==> config.mk <==
export PLATFORM = sky130hd
export DESIGN_NAME = rst_sequencer_flat
export DESIGN_NICKNAME = d
export VERILOG_FILES = /design/src/rtl/rst_sequencer_pkg.sv /design/src/rtl/rst_sequencer_if.sv /design/src/rtl/rst_sequencer_sync_2ff.sv /design/src/rtl/rst_sequencer.sv /design/src/flat_wrapper.sv
export SDC_FILE = /design/constraint.sdc
export NUM_CORES = 1
export LEC_CHECK = 0
export ABC_AREA = 1
export BUFFER_PORTS_ARGS = -buffer_cell sky130_fd_sc_hd__buf_2
export CAP_MARGIN = 20
export CORE_ASPECT_RATIO = 0.9
export CORE_MARGIN = 5
export CORE_UTILIZATION = 56
export DETAILED_ROUTE_END_ITERATION = 12
export PLACE_DENSITY = 0.85
export SYNTH_ARGS = -nofsm -noshare
export SYNTH_HDL_FRONTEND = slang
export SYNTH_SLANG_ARGS = --single-unit
==> constraint.sdc <==
create_clock -name clk_in -period 1.95 [get_ports clk_in]
set_clock_uncertainty 0.05 [all_clocks]
set_input_delay 0.195 -clock clk_in [delete_from_list [all_inputs] [get_ports clk_in]]
set_output_delay 0.195 -clock clk_in [all_outputs]
set_load 0.01 [all_outputs]
==> src/rtl/rst_sequencer_pkg.sv <==
// Shared types and helpers for the reset sequencer: state encoding, counter sizing,
// saturating lock-loss arithmetic.
package rst_sequencer_pkg;

  typedef enum logic [2:0] {
    ST_RESET       = 3'd0,
    ST_WAIT_LOCK   = 3'd1,
    ST_LOCK_STABLE = 3'd2,
    ST_RELEASE     = 3'd3,
    ST_RUN         = 3'd4,
    ST_SOFT_HOLD   = 3'd5
  } rseq_state_e;

  // One shared counter must cover the longest interval any state has to time.
  function automatic int cnt_width(input int lock_cycles, input int release_span,
                                   input int hold_cycles);
    int m;
    m = lock_cycles;
    if (release_span > m) m = release_span;
    if (hold_cycles > m) m = hold_cycles;
    return $clog2(m) + 1;
  endfunction

  function automatic logic [7:0] sat_inc8(input logic [7:0] v);
    if (v == 8'hFF) begin
      return v;
    end else begin
      return v + 8'd1;
    end
  endfunction

endpackage

==> src/rtl/rst_sequencer_if.sv <==
// Control/status bundle between the PLL side, software and the staged domain resets.
interface rst_sequencer_if #(
  parameter int NUM_STAGES = 3
);
  logic                  pll_lock;
  logic                  soft_rst_req;
  logic [NUM_STAGES-1:0] rst_n_out;
  logic                  rst_done;
  logic [2:0]            state_o;
  logic [7:0]            lock_loss_cnt;

  modport master (
    output pll_lock, soft_rst_req,
    input  rst_n_out, rst_done, state_o, lock_loss_cnt
  );

  modport slave (
    input  pll_lock, soft_rst_req,
    output rst_n_out, rst_done, state_o, lock_loss_cnt
  );
endinterface

==> src/rtl/rst_sequencer_sync_2ff.sv <==
// Two-flop synchroniser for asynchronous inputs; clears to zero on async reset.
module rst_sequencer_sync_2ff #(
  parameter int WIDTH = 1
) (
  input  logic             clk_i,
  input  logic             rst_ni,
  input  logic [WIDTH-1:0] d_i,
  output logic [WIDTH-1:0] q_o
);
  logic [WIDTH-1:0] meta_q;
  logic [WIDTH-1:0] sync_q;

  always_ff @(posedge clk_i or negedge rst_ni) begin
    if (!rst_ni) begin
      meta_q <= {WIDTH{1'b0}};
      sync_q <= {WIDTH{1'b0}};
    end else begin
      meta_q <= d_i;
      sync_q <= meta_q;
    end
  end

  assign q_o = sync_q;
endmodule

==> src/rtl/rst_sequencer.sv <==
// Staged domain-reset generator: qualifies PLL lock, releases resets in order,
// and re-asserts all of them on lock loss or a software request.
module rst_sequencer
  import rst_sequencer_pkg::*;
#(
  parameter int LOCK_STABLE_CYCLES = 1024,
  parameter int STAGE_GAP_CYCLES   = 16,
  parameter int NUM_STAGES         = 3,
  parameter int SOFT_HOLD_CYCLES   = 64
) (
  input  logic          clk_in,
  input  logic          sys_rst_n,
  rst_sequencer_if.slave bus
);
  localparam int CW = cnt_width(LOCK_STABLE_CYCLES, STAGE_GAP_CYCLES * NUM_STAGES,
                                SOFT_HOLD_CYCLES);

  logic                  rst_sync_n;
  logic                  lock_s;
  rseq_state_e           state_q, state_d;
  logic [CW-1:0]         cnt_q, cnt_d;
  logic [NUM_STAGES-1:0] rst_n_q, rst_n_d;
  logic                  done_q, done_d;
  logic [7:0]            llc_q, llc_d;

  rst_sequencer_sync_2ff #(.WIDTH(1)) u_rst_sync (
    .clk_i (clk_in),
    .rst_ni(sys_rst_n),
    .d_i   (1'b1),
    .q_o   (rst_sync_n)
  );

  rst_sequencer_sync_2ff #(.WIDTH(1)) u_lock_sync (
    .clk_i (clk_in),
    .rst_ni(sys_rst_n),
    .d_i   (bus.pll_lock),
    .q_o   (lock_s)
  );

  always_ff @(posedge clk_in or negedge sys_rst_n) begin
    if (!sys_rst_n) begin
      state_q <= ST_RESET;
      cnt_q   <= {CW{1'b0}};
      rst_n_q <= {NUM_STAGES{1'b0}};
      done_q  <= 1'b0;
      llc_q   <= 8'h00;
    end else begin
      state_q <= state_d;
      cnt_q   <= cnt_d;
      rst_n_q <= rst_n_d;
      done_q  <= done_d;
      llc_q   <= llc_d;
    end
  end

  always_comb begin
    state_d = state_q;
    cnt_d   = cnt_q;
    rst_n_d = rst_n_q;
    done_d  = done_q;
    llc_d   = llc_q;
    case (state_q)
      ST_RESET: begin
        if (rst_sync_n) begin
          state_d = ST_WAIT_LOCK;
        end else begin
          state_d = ST_RESET;
        end
        cnt_d = {CW{1'b0}};
      end
      ST_WAIT_LOCK: begin
        if (lock_s) begin
          state_d = ST_LOCK_STABLE;
          cnt_d   = {{(CW-1){1'b0}}, 1'b1};
        end else begin
          cnt_d = {CW{1'b0}};
        end
      end
      ST_LOCK_STABLE: begin
        if (!lock_s) begin
          state_d = ST_WAIT_LOCK;
          cnt_d   = {CW{1'b0}};
        end else if (cnt_q == CW'(LOCK_STABLE_CYCLES)) begin
          cnt_d      = {CW{1'b0}};
          rst_n_d    = {NUM_STAGES{1'b0}};
          rst_n_d[0] = 1'b1;
          if (NUM_STAGES == 1) begin
            state_d = ST_RUN;
            done_d  = 1'b1;
          end else begin
            state_d = ST_RELEASE;
          end
        end else begin
          cnt_d = cnt_q + {{(CW-1){1'b0}}, 1'b1};
        end
      end
      ST_RELEASE: begin
        if (!lock_s) begin
          state_d = ST_WAIT_LOCK;
          cnt_d   = {CW{1'b0}};
          rst_n_d = {NUM_STAGES{1'b0}};
          done_d  = 1'b0;
          llc_d   = sat_inc8(llc_q);
        end else begin
          // cnt_d is the distance in edges from the bit-0 release edge.
          cnt_d = cnt_q + {{(CW-1){1'b0}}, 1'b1};
          for (int k = 1; k < NUM_STAGES; k++) begin
            if (cnt_d == CW'(k * STAGE_GAP_CYCLES)) begin
              rst_n_d[k] = 1'b1;
            end else begin
              rst_n_d[k] = rst_n_q[k];
            end
          end
          if (cnt_d == CW'((NUM_STAGES - 1) * STAGE_GAP_CYCLES)) begin
            state_d = ST_RUN;
            done_d  = 1'b1;
            cnt_d   = {CW{1'b0}};
          end else begin
            state_d = ST_RELEASE;
          end
        end
      end
      ST_RUN: begin
        if (!lock_s) begin
          state_d = ST_WAIT_LOCK;
          rst_n_d = {NUM_STAGES{1'b0}};
          done_d  = 1'b0;
          llc_d   = sat_inc8(llc_q);
        end else if (bus.soft_rst_req) begin
          state_d = ST_SOFT_HOLD;
          rst_n_d = {NUM_STAGES{1'b0}};
          done_d  = 1'b0;
        end else begin
          state_d = ST_RUN;
        end
        cnt_d = {CW{1'b0}};
      end
      ST_SOFT_HOLD: begin
        if (cnt_q == CW'(SOFT_HOLD_CYCLES - 1)) begin
          state_d = ST_WAIT_LOCK;
          cnt_d   = {CW{1'b0}};
        end else begin
          cnt_d = cnt_q + {{(CW-1){1'b0}}, 1'b1};
        end
      end
      default: begin
        state_d = ST_RESET;
        cnt_d   = {CW{1'b0}};
        rst_n_d = {NUM_STAGES{1'b0}};
        done_d  = 1'b0;
      end
    endcase
  end

  assign bus.rst_n_out     = rst_n_q;
  assign bus.rst_done      = done_q;
  assign bus.state_o       = state_q;
  assign bus.lock_loss_cnt = llc_q;
endmodule

==> src/flat_wrapper.sv <==
// flat-port wrapper written by rule: the top's interface ports become plain ports
module rst_sequencer_flat import rst_sequencer_pkg::*;
#(
  parameter int LOCK_STABLE_CYCLES = 1024,
  parameter int STAGE_GAP_CYCLES   = 16,
  parameter int NUM_STAGES         = 3,
  parameter int SOFT_HOLD_CYCLES   = 64
)
  (clk_in, sys_rst_n, bus_pll_lock, bus_soft_rst_req, bus_rst_n_out, bus_rst_done, bus_state_o, bus_lock_loss_cnt);
  rst_sequencer_if #(.NUM_STAGES(NUM_STAGES)) bus_i ();
  input  logic clk_in;
  input  logic sys_rst_n;
  input wire logic [$bits(bus_i.pll_lock)-1:0] bus_pll_lock;
  input wire logic [$bits(bus_i.soft_rst_req)-1:0] bus_soft_rst_req;
  output wire logic [$bits(bus_i.rst_n_out)-1:0] bus_rst_n_out;
  output wire logic [$bits(bus_i.rst_done)-1:0] bus_rst_done;
  output wire logic [$bits(bus_i.state_o)-1:0] bus_state_o;
  output wire logic [$bits(bus_i.lock_loss_cnt)-1:0] bus_lock_loss_cnt;
  assign bus_i.pll_lock = bus_pll_lock;
  assign bus_i.soft_rst_req = bus_soft_rst_req;
  assign bus_rst_n_out = bus_i.rst_n_out;
  assign bus_rst_done = bus_i.rst_done;
  assign bus_state_o = bus_i.state_o;
  assign bus_lock_loss_cnt = bus_i.lock_loss_cnt;
  rst_sequencer #(.LOCK_STABLE_CYCLES(LOCK_STABLE_CYCLES), .STAGE_GAP_CYCLES(STAGE_GAP_CYCLES), .NUM_STAGES(NUM_STAGES), .SOFT_HOLD_CYCLES(SOFT_HOLD_CYCLES)) u_core (.clk_in(clk_in), .sys_rst_n(sys_rst_n), .bus(bus_i));
endmodule
[Word-level counts from Yosys, hierarchy flattened]
Index checks and enable logic that the tools add are counted.
Storage, ports and cells
  bits in registers: 30
  bits of input ports: 4
  output and inout bits: 15
  word-level logic and storage cells: 76
Operators by class
  $add $sub $neg: 2
  equal/unequal tests: 19
  multiplexer cells: 30
  bitwise gates (word level): 4
  reduce and logical (&&, ||, !) cells: 10
Operators with widths (count)
  $mux W11: 5
  $pmux W11 S4: 1
  $mux W3: 11
  $eq A11 B6 Y1 const B: 2
  $pmux W3 S6: 1
  $reduce_and A5 Y1: 3
  $pmux W3 S4: 1
  $add A11 B1 Y11 const B: 1
  $eq A11 B11 Y1 const B: 1
  $eq A11 B5 Y1 const B: 1
  $mux W1: 9
  $ne A3 B2 Y1 const B: 3
  $reduce_and A3 Y1: 3
  $add A8 B1 Y8 const B: 1
  $eq A8 B8 Y1 const B: 1
  $eq A3 B2 Y1 const B: 2
  $eq A3 B3 Y1 const B: 2
  $ne A2 B2 Y1 const B: 3
  $ne A2 B1 Y1 const B: 2
  $not A1 Y1: 4
  $reduce_or A4 Y1: 1
  $eq A3 B1 Y1 const B: 1
  $logic_not A3 Y1: 1
  $ne A3 B3 Y1 const B: 1
  other kinds (4): 4

[Logic depth before layout (Yosys ltp)]
  word-level depth: 5
  depth in mapped cells: 14
  mapped depth without buffers: 14

[Modules after synthesis]
A second synthesis with hierarchy kept.
Second synthesis, totals
  cells, all modules: 207
  area total of the unflattened synthesis: 1645.3 sq um
Modules (own cells, without submodules)
  rst_sequencer: instances 1, cells each 203, area each 1545.2 sq um, sequential area each 650.6 sq um
  rst_sequencer_sync_2ff: instances 2, cells each 2, area each 50.0 sq um, sequential area each 50.0 sq um

[Worst setup path after synthesis]
No wires, ideal clock.
  path kind: register to register
  start: register u_core.cnt_q[0]
  end: register u_core.cnt_q[0]
  library setup time: 0.117 ns
  data arrival time: 1.509 ns
  required time: 1.783 ns
  setup slack: 0.275 ns
  cell stages (with the launch flop): 12
  path buffers: 0
  period minus slack after synthesis: 1.675 ns
  cells stage by stage: dfrtp_1 ha_1 nand3_1 nand2_1 o21ai_1 nand3b_1 nor2_2 nand2_2 nand2_4 nand2_1 nand2_1 nand2_1
On the way
  word-level cells in the longest chain between the ends: 5
  elaborated cells on any way between the ends: 10
  those cells by class: add/sub: 1; eq/ne: 3; mux: 6
RTL lines
  start, declared: RTL line rst_sequencer.sv:21  | logic [CW-1:0] cnt_q, cnt_d;
  start signal, assigned: RTL line rst_sequencer.sv:43  | cnt_q <= {CW{1'b0}};
  start signal, assigned: RTL line rst_sequencer.sv:49  | cnt_q <= cnt_d;
  $add A11 B1 Y11: RTL line rst_sequencer.sv:94, rst_sequencer.sv:106, rst_sequencer.sv:143
  $eq A11 B6 Y1: RTL line rst_sequencer.sv:114  | if (cnt_d == CW'((NUM_STAGES - 1) * STAGE_GAP_CYCLES)) begin
  $mux W11: RTL line rst_sequencer.sv:114
  $mux W11: RTL line rst_sequencer.sv:98  | if (!lock_s) begin
  $pmux W11 S4 *: RTL line rst_sequencer.sv:62  | case (state_q)
  via u_core.cnt_d[0]: RTL line rst_sequencer.sv:21
Mark *: on every way through the listed nets, which the timed path passes. The rest lies on a longest branch.
A chain may end at the register's enable or synchronous reset.

[Worst setup path after layout]
  start: register u_core.cnt_q[0]
  end: register u_core.cnt_q[10]
The elaborated chain is that of the path after synthesis.

==> results.sh <==
export IMPL_status="completed"
export IMPL_p_leak_uw=0.000942
export IMPL_ys_types=27
export IMPL_grtUsageTotal_pct=19.1
export IMPL_grt_pass1_wl_um=5640
export IMPL_yosys_top_cells_area="dfrtp_1 (46%), nand2_1 (10%), nand3_1 (6.2%)"
export IMPL_relSlewSlack_pct=58.0
export IMPL_synthXorXnorAreaFrac_pct=4.31
export IMPL_worst_ep_arrival_time_ps=2000
export IMPL_met2_usage_pct=28.0
export IMPL_ys_ff_latch=30
export IMPL_antenna_found_initial=0
export IMPL_dieWidth_um=66.8
export IMPL_synth_flop_cell="dfrtp_1"
export IMPL_grtUsageMet3_pct=6.02
export IMPL_busiest_layer="met2"
export IMPL_die_area_mm2=0.00408
export IMPL_core_area_mm2=0.00277
export IMPL_ys_seq_area_share_pct=46.2
export IMPL_netlist_area_leader_share_pct=46.2
export IMPL_cp_end_kind="register"
export IMPL_dieHeight_um=61.1
export IMPL_place_ws_ps=36.0
export IMPL_use_met1_pct=26.8
export IMPL_clk_path_buf_depth=2
export IMPL_hold_violations=0
export IMPL_wl_um=3450
export IMPL_critPathRequiredTime_ps=2130
export IMPL_grt_max_degree=31
export IMPL_gp_congestion=0.903
export IMPL_synth_compound_area_share_pct=7.24
export IMPL_hold_class="register to register"
export IMPL_grt_setup_unrepaired="true"
export IMPL_syn_area_per_cell_um2=8.01
export IMPL_cts_root_buf="clkbuf_4"
export IMPL_synth_simple_area_share_pct=32.0
export IMPL_setup_tns_final_ps=0
export IMPL_rows=18
export IMPL_criticalPathCategory="register to register"
export IMPL_synth_edf_count=0
export IMPL_htreeDepth=2
export IMPL_drc_errors=0
export IMPL_drive_gt1_share_pct=20.5
export IMPL_hpwl_um=2590
export IMPL_start_util_pct=58.7
export IMPL_n_antenna_cell=0
export IMPL_finalCriticalPeriod_ps=1830
export IMPL_yosys_area_top_type="dfrtp_1"
export IMPL_syn_to_final_growth_pct=18.2
export IMPL_grt_pass1_vias=1269
export IMPL_muxShareOfSynthArea_pct=0.693
export IMPL_p_per_area_mw_per_mm2=1000
export IMPL_io_pins=19
export IMPL_cap_violations=0
export IMPL_cts_buffers=5
export IMPL_drt_initial_drc_count=131
export IMPL_reg2reg_from="u_core.cnt_q[0]"
export IMPL_synth_top_family_by_area="simple AND/OR/NAND/NOR gates"
export IMPL_startpoint="u_core.cnt_q[0]"
export IMPL_synth_fa_ha_area_share_pct=3.08
export IMPL_max_freq_mhz=548
export IMPL_syn_cell_area_mm2=0.00163
export IMPL_cts_sinks=30
export IMPL_ir_worst_vdd_mv=0.850
export IMPL_post_synth_inst_count=203
export IMPL_start_kind="register"
export IMPL_yosys_warnings=0
export IMPL_drv_slew=0
export IMPL_routedWlPerCell_um=12.6
export IMPL_path_clk_slew_ps=90
export IMPL_min_from="u_core.u_lock_sync.meta_q"
export IMPL_min_period_over_period_pct=93.6
export IMPL_io_buffers=18
export IMPL_antenna_left=0
export IMPL_worst_slew_pin_slew_ps=630
export IMPL_syn_nets=211
export IMPL_async_reset_ff_share_pct=100
export IMPL_via_per_inst=5.22
export IMPL_worst_slack_ps=125
export IMPL_grt_overflow=0
export IMPL_drtPass1Iterations=4
export IMPL_setup_viol=0
export IMPL_n_fill_cell=219
export IMPL_clock_latency_ps=330
export IMPL_cts_tree="built"
export IMPL_crit_fanout=5
export IMPL_fin_nets=241
export IMPL_vias=1430
[synthesized netlist by cell type, drive strengths merged (2+ instances only)]
master   n
nor2    27
inv     27
o22ai    2
xnor2    4
nand3b   5
a21oi    9
nand3   20
dfrtp   30
a21boi   2
nor3     3
nand4    6
xor2     4
ha       4
o21ai    3
nand2   50
o21a     2
[repair_timing]
item | 4_1_cts | 5_1_grt
gates resized for setup | 0 | 10
hold buffers | 2 | 0
buffers inserted | 0 | 3
setup endpoints to repair | 0 | 18
hold endpoints to repair | 31 | 0
[power by group]
| group | switching [uW] | total (uW) | leakage (uW) | internal (uW) |
|---|---|---|---|---|
| logic | 358 | 614 | 0.000509 | 257 |
| registers | 111 | 829 | 0.000394 | 718 |
| clock network | 208 | 479 | 0.0000395 | 272 |
| total | 676 | 1920 | 0.000942 | 1250 |
[critical path: stages (launching register included)]
cell and delay [ps]:
dfrtp_2 460, inv_1 130, ha_1 170, nand4_1 90
nor2_1 150, nand3b_1 170, nand2_1 130, nor2_1 170
inv_1 80, nand2_1 70, inv_1 40
[kinds of logic after synthesis]
group / count (synthesis)
other cells: 1
xor+xnor: 8
compound gates: 20
buf+inv: 27
mux: 1
flops: 30
fa+ha+maj: 4
simple gates: 112
[through the flow]
step                hold WS [ps]  util [%]  instance area, um^2  std cells  power (uW)
floorplan                   -151         -                 1630        203        1220
global placement             207      63.7                 1770        261        1390
detailed placement           206      63.7                 1770        261        1400
CTS                          309      67.2                 1860        271        1880
global route                 314      69.3                 1920        274        2080
finish                       304      69.3                 1920        274        1920
[area by class of cell]
type,count,area [um^2],share of cell area (%)
clock buffers,7,45.0,2.35
flip-flops and latches,30,753,39.2
multi-input cells,146,808,42.1
inverters,27,101,5.28
repair buffers,23,133,6.91
clock inverters,1,30.0,1.56
well taps,40,50.0,2.61
[per-layer routing]
metal | share of wire (%) | up-vias
li1 | - | 717
met1 | 47 | 666
met2 | 45 | 42
met3 | 6.4 | 5
met4 | 1.4 | 0
met5 | 0 | -
[cell usage in the layout, fill, tap and decap left out, types with 2 or more instances in the layout]
cell           synthesis  routed
a21boi_0               2       2
nor2_1                22      20
dlygate4sd3_1          0       2
nor3_1                 3       3
nand2_2                4       4
xor2_1                 4       4
xnor2_1                4       4
a21oi_1                9       8
nand3_1               20      19
nor2_2                 4       5
nor2_4                 1       2
buf_4                  0       3
dfrtp_1               30      28
dfrtp_2                0       2
buf_2                  0      18
o21ai_0                2       2
inv_1                 26      26
nand4_1                6       6
o21a_1                 2       2
clkbuf_1               0       2
o22ai_1                2       2
ha_1                   4       3
nand2_1               45      45
clkbuf_4               0       5
nand3b_1               5       5
[worst paths after layout]
| kind | slack, ps | cells after the start | to |
|---|---|---|---|
| min | 300 | 0 | u_core.u_lock_sync.q_o |
| max reg2reg | 120 | 10 | u_core.cnt_q[10] |
| max | 120 | 10 | u_core.cnt_q[10] |
| min reg2reg | 300 | 0 | u_core.u_lock_sync.q_o |
| max in group asynchronous | 1050 | 2 | u_core.cnt_q[0] |
| min in group asynchronous | 360 | 2 | u_core.cnt_q[2] |
[flip-flops by register name, indices dropped and copies added (netlist names)]
register	flops
u_core.cnt_q	11
u_core.bus.lock_loss_cnt	8
u_core.bus.rst_n_out	3
u_core.bus.state_o	3
u_core.bus.rst_done	1
u_core.u_lock_sync.meta_q	1
u_core.u_lock_sync.q_o	1
u_core.u_rst_sync.meta_q	1
u_core.u_rst_sync.q_o	1
Power figures use the tool's default switching activity.
